==> src/rtl/astro_mem_pkg.sv <==
// +----------------------------------------------------------------------+
// | Module  : astro_mem_pkg                                              |
// | Brief   : Shared widths, host flag defaults and arbiter state type.  |
// | Rev     : 1.0                                                        |
// +----------------------------------------------------------------------+
`default_nettype none

package astro_mem_pkg;

  localparam int unsigned ADDR_W = 21;
  localparam int unsigned DATA_W = 32;

  // Host-side word address that maps onto the command register.
  localparam logic [ADDR_W-1:0] FLAG_ADDR_DEFAULT = 21'h1F_FFFF;

  // Command bit in in_flag that pulses for a single cycle.
  localparam int unsigned START_BIT = 16;

  typedef enum logic [1:0] {
    IDLE       = 2'd0,
    FPGA_ISSUE = 2'd1,
    FPGA_WAIT  = 2'd2
  } arb_state_t;

endpackage

`default_nettype wire

==> src/rtl/host_flag_reg.sv <==
// +----------------------------------------------------------------------+
// | Module  : host_flag_reg                                              |
// | Brief   : Host command register (self-clearing start bit) and the    |
// |           FPGA status register with a sticky drop bit in bit 31.     |
// | Rev     : 1.0                                                        |
// +----------------------------------------------------------------------+
`default_nettype none

module host_flag_reg
  import astro_mem_pkg::*;
(
  input  logic              clk,
  input  logic              rst_n,
  input  logic              host_we_i,
  input  logic [DATA_W-1:0] host_wdata_i,
  input  logic              flag_we_i,
  input  logic [DATA_W-1:0] out_flag_i,
  input  logic              ovf_set_i,
  output logic [DATA_W-1:0] in_flag_o,
  output logic [DATA_W-1:0] pci_status_o
);

  logic [DATA_W-1:0] in_flag_q, in_flag_d;
  logic [DATA_W-2:0] status_q, status_d;
  logic              ovf_q, ovf_d;

  // Next-state: start bit drops after one cycle unless rewritten; status bit 31 is sticky.
  always_comb begin
    in_flag_d            = in_flag_q;
    in_flag_d[START_BIT] = 1'b0;
    if (host_we_i) begin
      in_flag_d = host_wdata_i;
    end
    status_d = flag_we_i ? out_flag_i[DATA_W-2:0] : status_q;
    ovf_d    = ovf_q | ovf_set_i;
  end

  // Register update with asynchronous clear.
  always_ff @(posedge clk or negedge rst_n) begin
    if (!rst_n) begin
      in_flag_q <= '0;
      status_q  <= '0;
      ovf_q     <= 1'b0;
    end else begin
      in_flag_q <= in_flag_d;
      status_q  <= status_d;
      ovf_q     <= ovf_d;
    end
  end

  assign in_flag_o    = in_flag_q;
  assign pci_status_o = {ovf_q, status_q};

endmodule

`default_nettype wire

==> src/rtl/mem_port_arbiter.sv <==
// +----------------------------------------------------------------------+
// | Module  : mem_port_arbiter                                           |
// | Brief   : Shares one synchronous RAM port between un-throttled PCI   |
// |           writes and FPGA read/write requests, with a bound on how   |
// |           long PCI traffic may hold off a waiting FPGA access.       |
// | Rev     : 1.0                                                        |
// +----------------------------------------------------------------------+
`default_nettype none

module mem_port_arbiter
  import astro_mem_pkg::*;
#(
  parameter int unsigned       STARVE_MAX = 4,
  parameter logic [ADDR_W-1:0] FLAG_ADDR  = FLAG_ADDR_DEFAULT
) (
  input  logic              clk,
  input  logic              rst_n,
  input  logic              pci_wr_en,
  input  logic [ADDR_W-1:0] pci_req_addr,
  input  logic [DATA_W-1:0] pci_input_data,
  input  logic              rd_req,
  input  logic              FPGA_wr_en,
  input  logic [ADDR_W-1:0] req_addr,
  input  logic [DATA_W-1:0] write_data,
  input  logic              flag_we,
  input  logic [DATA_W-1:0] out_flag,
  output logic [DATA_W-1:0] rd_data,
  output logic              rd_ready,
  output logic [DATA_W-1:0] in_flag,
  output logic [DATA_W-1:0] pci_status,
  output logic              mem_en,
  output logic              mem_we,
  output logic [ADDR_W-1:0] mem_addr,
  output logic [DATA_W-1:0] mem_wdata,
  input  logic [DATA_W-1:0] mem_rdata
);

  localparam int unsigned      CNT_W        = (STARVE_MAX < 1) ? 1 : $clog2(STARVE_MAX + 1);
  localparam logic [CNT_W-1:0] c_starve_max = CNT_W'(STARVE_MAX);

  arb_state_t        state_q, state_d;
  logic [CNT_W-1:0]  starve_q, starve_d;
  logic              rd_ready_q, rd_ready_d;
  logic [DATA_W-1:0] rd_data_q;
  logic              w_pci_mem_wr;
  logic              w_pci_flag_wr;
  logic              w_ovf_set;

  assign w_pci_mem_wr  = pci_wr_en && (pci_req_addr != FLAG_ADDR);
  assign w_pci_flag_wr = pci_wr_en && (pci_req_addr == FLAG_ADDR);

  // Next-state and RAM port mux: PCI owns the port by default, the FPGA overrides when it issues.
  always_comb begin
    state_d    = state_q;
    starve_d   = starve_q;
    rd_ready_d = 1'b0;
    w_ovf_set  = 1'b0;
    mem_en     = 1'b0;
    mem_we     = 1'b0;
    mem_addr   = '0;
    mem_wdata  = '0;

    // A PCI word cannot be stalled, so it takes any cycle the FPGA does not claim.
    // During FPGA_WAIT the read is already in the RAM pipeline, so the port is free.
    if (w_pci_mem_wr) begin
      mem_en    = 1'b1;
      mem_we    = 1'b1;
      mem_addr  = pci_req_addr;
      mem_wdata = pci_input_data;
    end

    case (state_q)
      IDLE: begin
        // rd_req is still held while its completion pulse is visible; it is not a new request.
        if (rd_req && !rd_ready_q) begin
          state_d = FPGA_ISSUE;
        end
      end
      FPGA_ISSUE: begin
        if (w_pci_mem_wr && (starve_q < c_starve_max)) begin
          starve_d = starve_q + 1'b1;
        end else begin
          // FPGA issues; a PCI word arriving now has lost the port and is recorded as dropped.
          w_ovf_set  = w_pci_mem_wr;
          starve_d   = '0;
          mem_en     = 1'b1;
          mem_we     = FPGA_wr_en;
          mem_addr   = req_addr;
          mem_wdata  = FPGA_wr_en ? write_data : '0;
          rd_ready_d = 1'b1;
          state_d    = FPGA_wr_en ? IDLE : FPGA_WAIT;
        end
      end
      FPGA_WAIT: begin
        state_d = IDLE;
      end
      default: begin
        state_d = IDLE;
      end
    endcase
  end

  // State, starve count, completion pulse and held read data.
  always_ff @(posedge clk or negedge rst_n) begin
    if (!rst_n) begin
      state_q    <= IDLE;
      starve_q   <= '0;
      rd_ready_q <= 1'b0;
      rd_data_q  <= '0;
    end else begin
      state_q    <= state_d;
      starve_q   <= starve_d;
      rd_ready_q <= rd_ready_d;
      if (state_q == FPGA_WAIT) begin
        rd_data_q <= mem_rdata;
      end
    end
  end

  // RAM data is presented directly in the completion cycle and held afterwards.
  assign rd_data  = (state_q == FPGA_WAIT) ? mem_rdata : rd_data_q;
  assign rd_ready = rd_ready_q;

  host_flag_reg u_host_flag_reg (
    .clk          (clk),
    .rst_n        (rst_n),
    .host_we_i    (w_pci_flag_wr),
    .host_wdata_i (pci_input_data),
    .flag_we_i    (flag_we),
    .out_flag_i   (out_flag),
    .ovf_set_i    (w_ovf_set),
    .in_flag_o    (in_flag),
    .pci_status_o (pci_status)
  );

endmodule

`default_nettype wire

==> config.mk <==
export PLATFORM = sky130hd
export DESIGN_NAME = mem_port_arbiter
export DESIGN_NICKNAME = d
export VERILOG_FILES = /design/src/rtl/astro_mem_pkg.sv /design/src/rtl/host_flag_reg.sv /design/src/rtl/mem_port_arbiter.sv
export SDC_FILE = /design/constraint.sdc
export NUM_CORES = 1
export LEC_CHECK = 0
export ABC_AREA = 1
export CAP_MARGIN = 20
export CELL_PAD_IN_SITES_DETAIL_PLACEMENT = 1
export CELL_PAD_IN_SITES_GLOBAL_PLACEMENT = 1
export CORE_MARGIN = 1
export CORE_UTILIZATION = 23
export CTS_BUF_LIST = sky130_fd_sc_hd__clkbuf_8
export DETAILED_ROUTE_END_ITERATION = 7
export MAX_ROUTING_LAYER = met4
export PLACE_DENSITY_LB_ADDON = 0.3
export SYNTH_ARGS = -nofsm -noshare
export SYNTH_HDL_FRONTEND = slang
export SYNTH_SLANG_ARGS = --single-unit
export TNS_END_PERCENT = 1
==> constraint.sdc <==
create_clock -name clk -period 2.15 [get_ports clk]
set_input_delay 0.645 -clock clk [delete_from_list [all_inputs] [get_ports clk]]
set_output_delay 0.645 -clock clk [all_outputs]
set_load 0.005 [all_outputs]
==> flow_summary_export.csv <==
group,metric,value,unit
drt,drt.antenna.violating_nets,0,
drt,vias,5150,
grt,grt_overflow,0,
pwr,finalPower,7.014,mW
drt,viasPerCell,4.402,
yosys,ys_top_cells_by_area,"dfrtp_1, mux2_2, nand2_1, nand3_1, o21ai_0",
pwr,power_frac_comb,45.4,%
pwr,power.density,741.6,nW/um^2
timing,tightest_slew,436.7,ps
grt,track_usage,20.28,%
yosys,synth_top_area_share,52.62,%
clock_network,cts_buffer_depth,2,
timing,holdWs,179.2,ps
timing,finalCriticalPeriod,2647,ps
yosys,syn-num-nets,682,
worst_setup_path,critical_path_class,"input pin to primary output",
yosys,ys_warn_count,0,
timing,timing.final.crit_share,123.1,%
timing,skew,8.217,ps
cells_and_area,post-route-util,46.30,%
drt,wl,21320,um
timing,fmax,377.8,MHz
pwr,power_switching_share,32.11,%
yosys,synth-seq-cells,102,
place,portBuffers,326,
pwr,leakage,4.633,nW
worst_setup_path,crit_required,1500,ps
die,die_area,21680,um^2
place,gp_congestion,0.7458,
die,die_height,147.2,um
timing,rsz0062_at_grt,"yes",
yosys,syn_avg_cell_area,9.606,um^2
cells_and_area,diodes,0,
clock_network,cts_sinks,102,
timing,drv_slew,0,
pwr,vdd_drop_max,0.3235,mV
place,post-dp-hpwl,15170,um
timing,tns,-28780,ps
clock_network,cts_buffers,9,
grt,antenna_found_initial,0,
drt,drcViolationCount,0,
job,cap_violations,0,
worst_setup_path,critPathLaunchType,"input pin",
pwr,power.internal,4.762,mW
drt,first_pass_iters,4,
timing,maxSlewHeadroom,70.89,%
run_status,status,"complete, but fails checks",
clock_network,htree_levels,3,
pwr,clock_power_share,19.3,%
clock_network,cts_tree,"yes",
die,pin_count,328,
cells_and_area,syn2layout_area_growth,95.00,%
die,rows,52,
clock_network,cts_hold_buf,0,
pwr,p_sw,2.252,mW
place,dp_worst_setup_slack,-1182,ps
grt,grt_pass1_vias,5574,
die,die_x,147.2,um
worst_setup_path,worst_setup_path_end_kind,"primary output",
yosys,yosysTopAreaCell,"dfrtp_1",
yosys,syn-cell-area,4851,um^2
grt,grt_pass1_wl,32310,um
timing,finalHoldViolations,0,
worst_setup_path,path_max_fanout,4,
run_status,violations,"setup timing",
timing,finalWorstSetupSlack,-496.7,ps
cells_and_area,drive_gt1_share,36.89,%
clock_network,clock_tree.root_cell,"clkbuf_8",
clock_network,clkSlewWorstSetupHoldPaths,110,ps
grt,grt_max_degree,36,
pwr,seqPwrFrac,35.3,%
min_path,min_path_type,"input pin to asynchronous set/reset pin",
timing,finalSetupViolations,87,
yosys,yosysUniqueCellTypes,24,
drt,wl_per_cell,18.23,um
drt,drt_iter0_drc,150,
cells_and_area,layout.nets,1072,
yosys,synthCells,505,
clock_network,insertion_delay,380,ps
die,fp.coreArea,20430,um^2
cells_and_area,nFillCells,2355,
worst_setup_path,critical_path_arrival,2000,ps
yosys,yosysSeqAreaShare,52.62,%
die,initial_utilization,23.74,%
## cell usage after synthesis, drive strengths merged
library cell and number:
nand4 2, inv 12, buf 23, o22ai 1, nor2 16, ha 1
a31o 1, nor3b 1, nand3 54, mux2 63, clkbuf 8, o21ai 32
o21bai 3, nand2 186, dfrtp 102
## what timing repair did
action | CTS | global route
resized for setup | 410 | 135
cloned | 8 | 0
pin swaps | 30 | 26
buffers inserted | 17 | 2
endpoints found under the setup margin | 87 | 87
## layout make-up
cell class	instances	area, um^2	share of cell area [%]
multi-input combinational	360	2325	24.58
clock inverter	6	77.57	0.8201
sequential	102	2554	27.00
tap	270	337.8	3.571
inverter	12	45.04	0.4762
timing repair buffer	410	3983	42.10
clock buffer	10	137.6	1.455
## worst paths after layout
kind	start	end	slack, ps	depth (start not counted)
setup / recovery	pci_req_addr[2]	mem_wdata[3]	-500	13
max in group asynchronous	rst_n	rd_data_q[28]	1400	2
hold / removal	rst_n	u_host_flag_reg.in_flag_o[3]	180	1
setup reg to reg	state_q[1]	starve_q[1]	630	5
min in group clk	u_host_flag_reg.ovf_q	u_host_flag_reg.ovf_q	480	1
hold reg to reg	u_host_flag_reg.ovf_q	u_host_flag_reg.ovf_q	480	1
## placed cells by master (no fill, tap or decap), types with 8 or more instances in the layout
cell type	n
clkdlybuf4s50_1	216
nand2_1	147
dfrtp_1	101
buf_2	52
nand3_1	47
buf_4	47
buf_6	37
nand2_2	34
mux2_4	32
mux2_2	31
o21ai_0	31
clkbuf_2	24
buf_12	16
clkbuf_8	10
inv_1	8
## stage by stage
stage                     cell area [um^2]  std cells
after detailed placement              8792       1127
after global routing                  9459       1170
final                                 9459       1170
after global placement                8792       1127
after CTS                             9226       1168
after floorplan                       4851        505
## critical path, cell delays in order
cell           delay (ps)
dlygate4sd2_1         240
nand2_1                80
nor2_2                 50
nand2_4                70
buf_6                  90
nand3_4                80
buf_12                140
buf_8                 110
buf_12                120
buf_16                120
nand3_1                70
nand2_2                50
buf_2                 120
## power groups by stage
stage	clock, mW	combinational (mW)	sequential (mW)
3_3_place_gp	0	3.00	2.46
3_5_place_dp	0	3.04	2.49
2_1_floorplan	0	1.09	2.46
4_1_cts	1.41	2.91	2.45
6_report	1.35	3.18	2.48
5_1_grt	1.48	3.44	2.52
## flip-flops by register name (all words and copies together), names as in the netlist
register                   count
state_q                        2
u_host_flag_reg.in_flag_o     32
rd_ready                       1
u_host_flag_reg.status_q      31
rd_data_q                     32
u_host_flag_reg.ovf_q          1
starve_q                       3
## cell families after synthesis
logic type	Yosys count	synth area share (%)
AOI/OAI and AO/OA	37	4.075
DFF	102	52.62
adders and majority gates	1	0.2579
and+or+nand+nor	259	22.75
muxes	63	14.62
buffers and inverters	43	5.674
## layer usage
layer	global-route usage, %	up-vias	wire length, um
li1	-	2429	-
met1	24.23	2487	8974
met2	35.38	215	10930
met3	2.950	19	1091
met4	5.619	0	327
met5	-	-	0
Note: power is estimated with default switching activity, not from simulation.
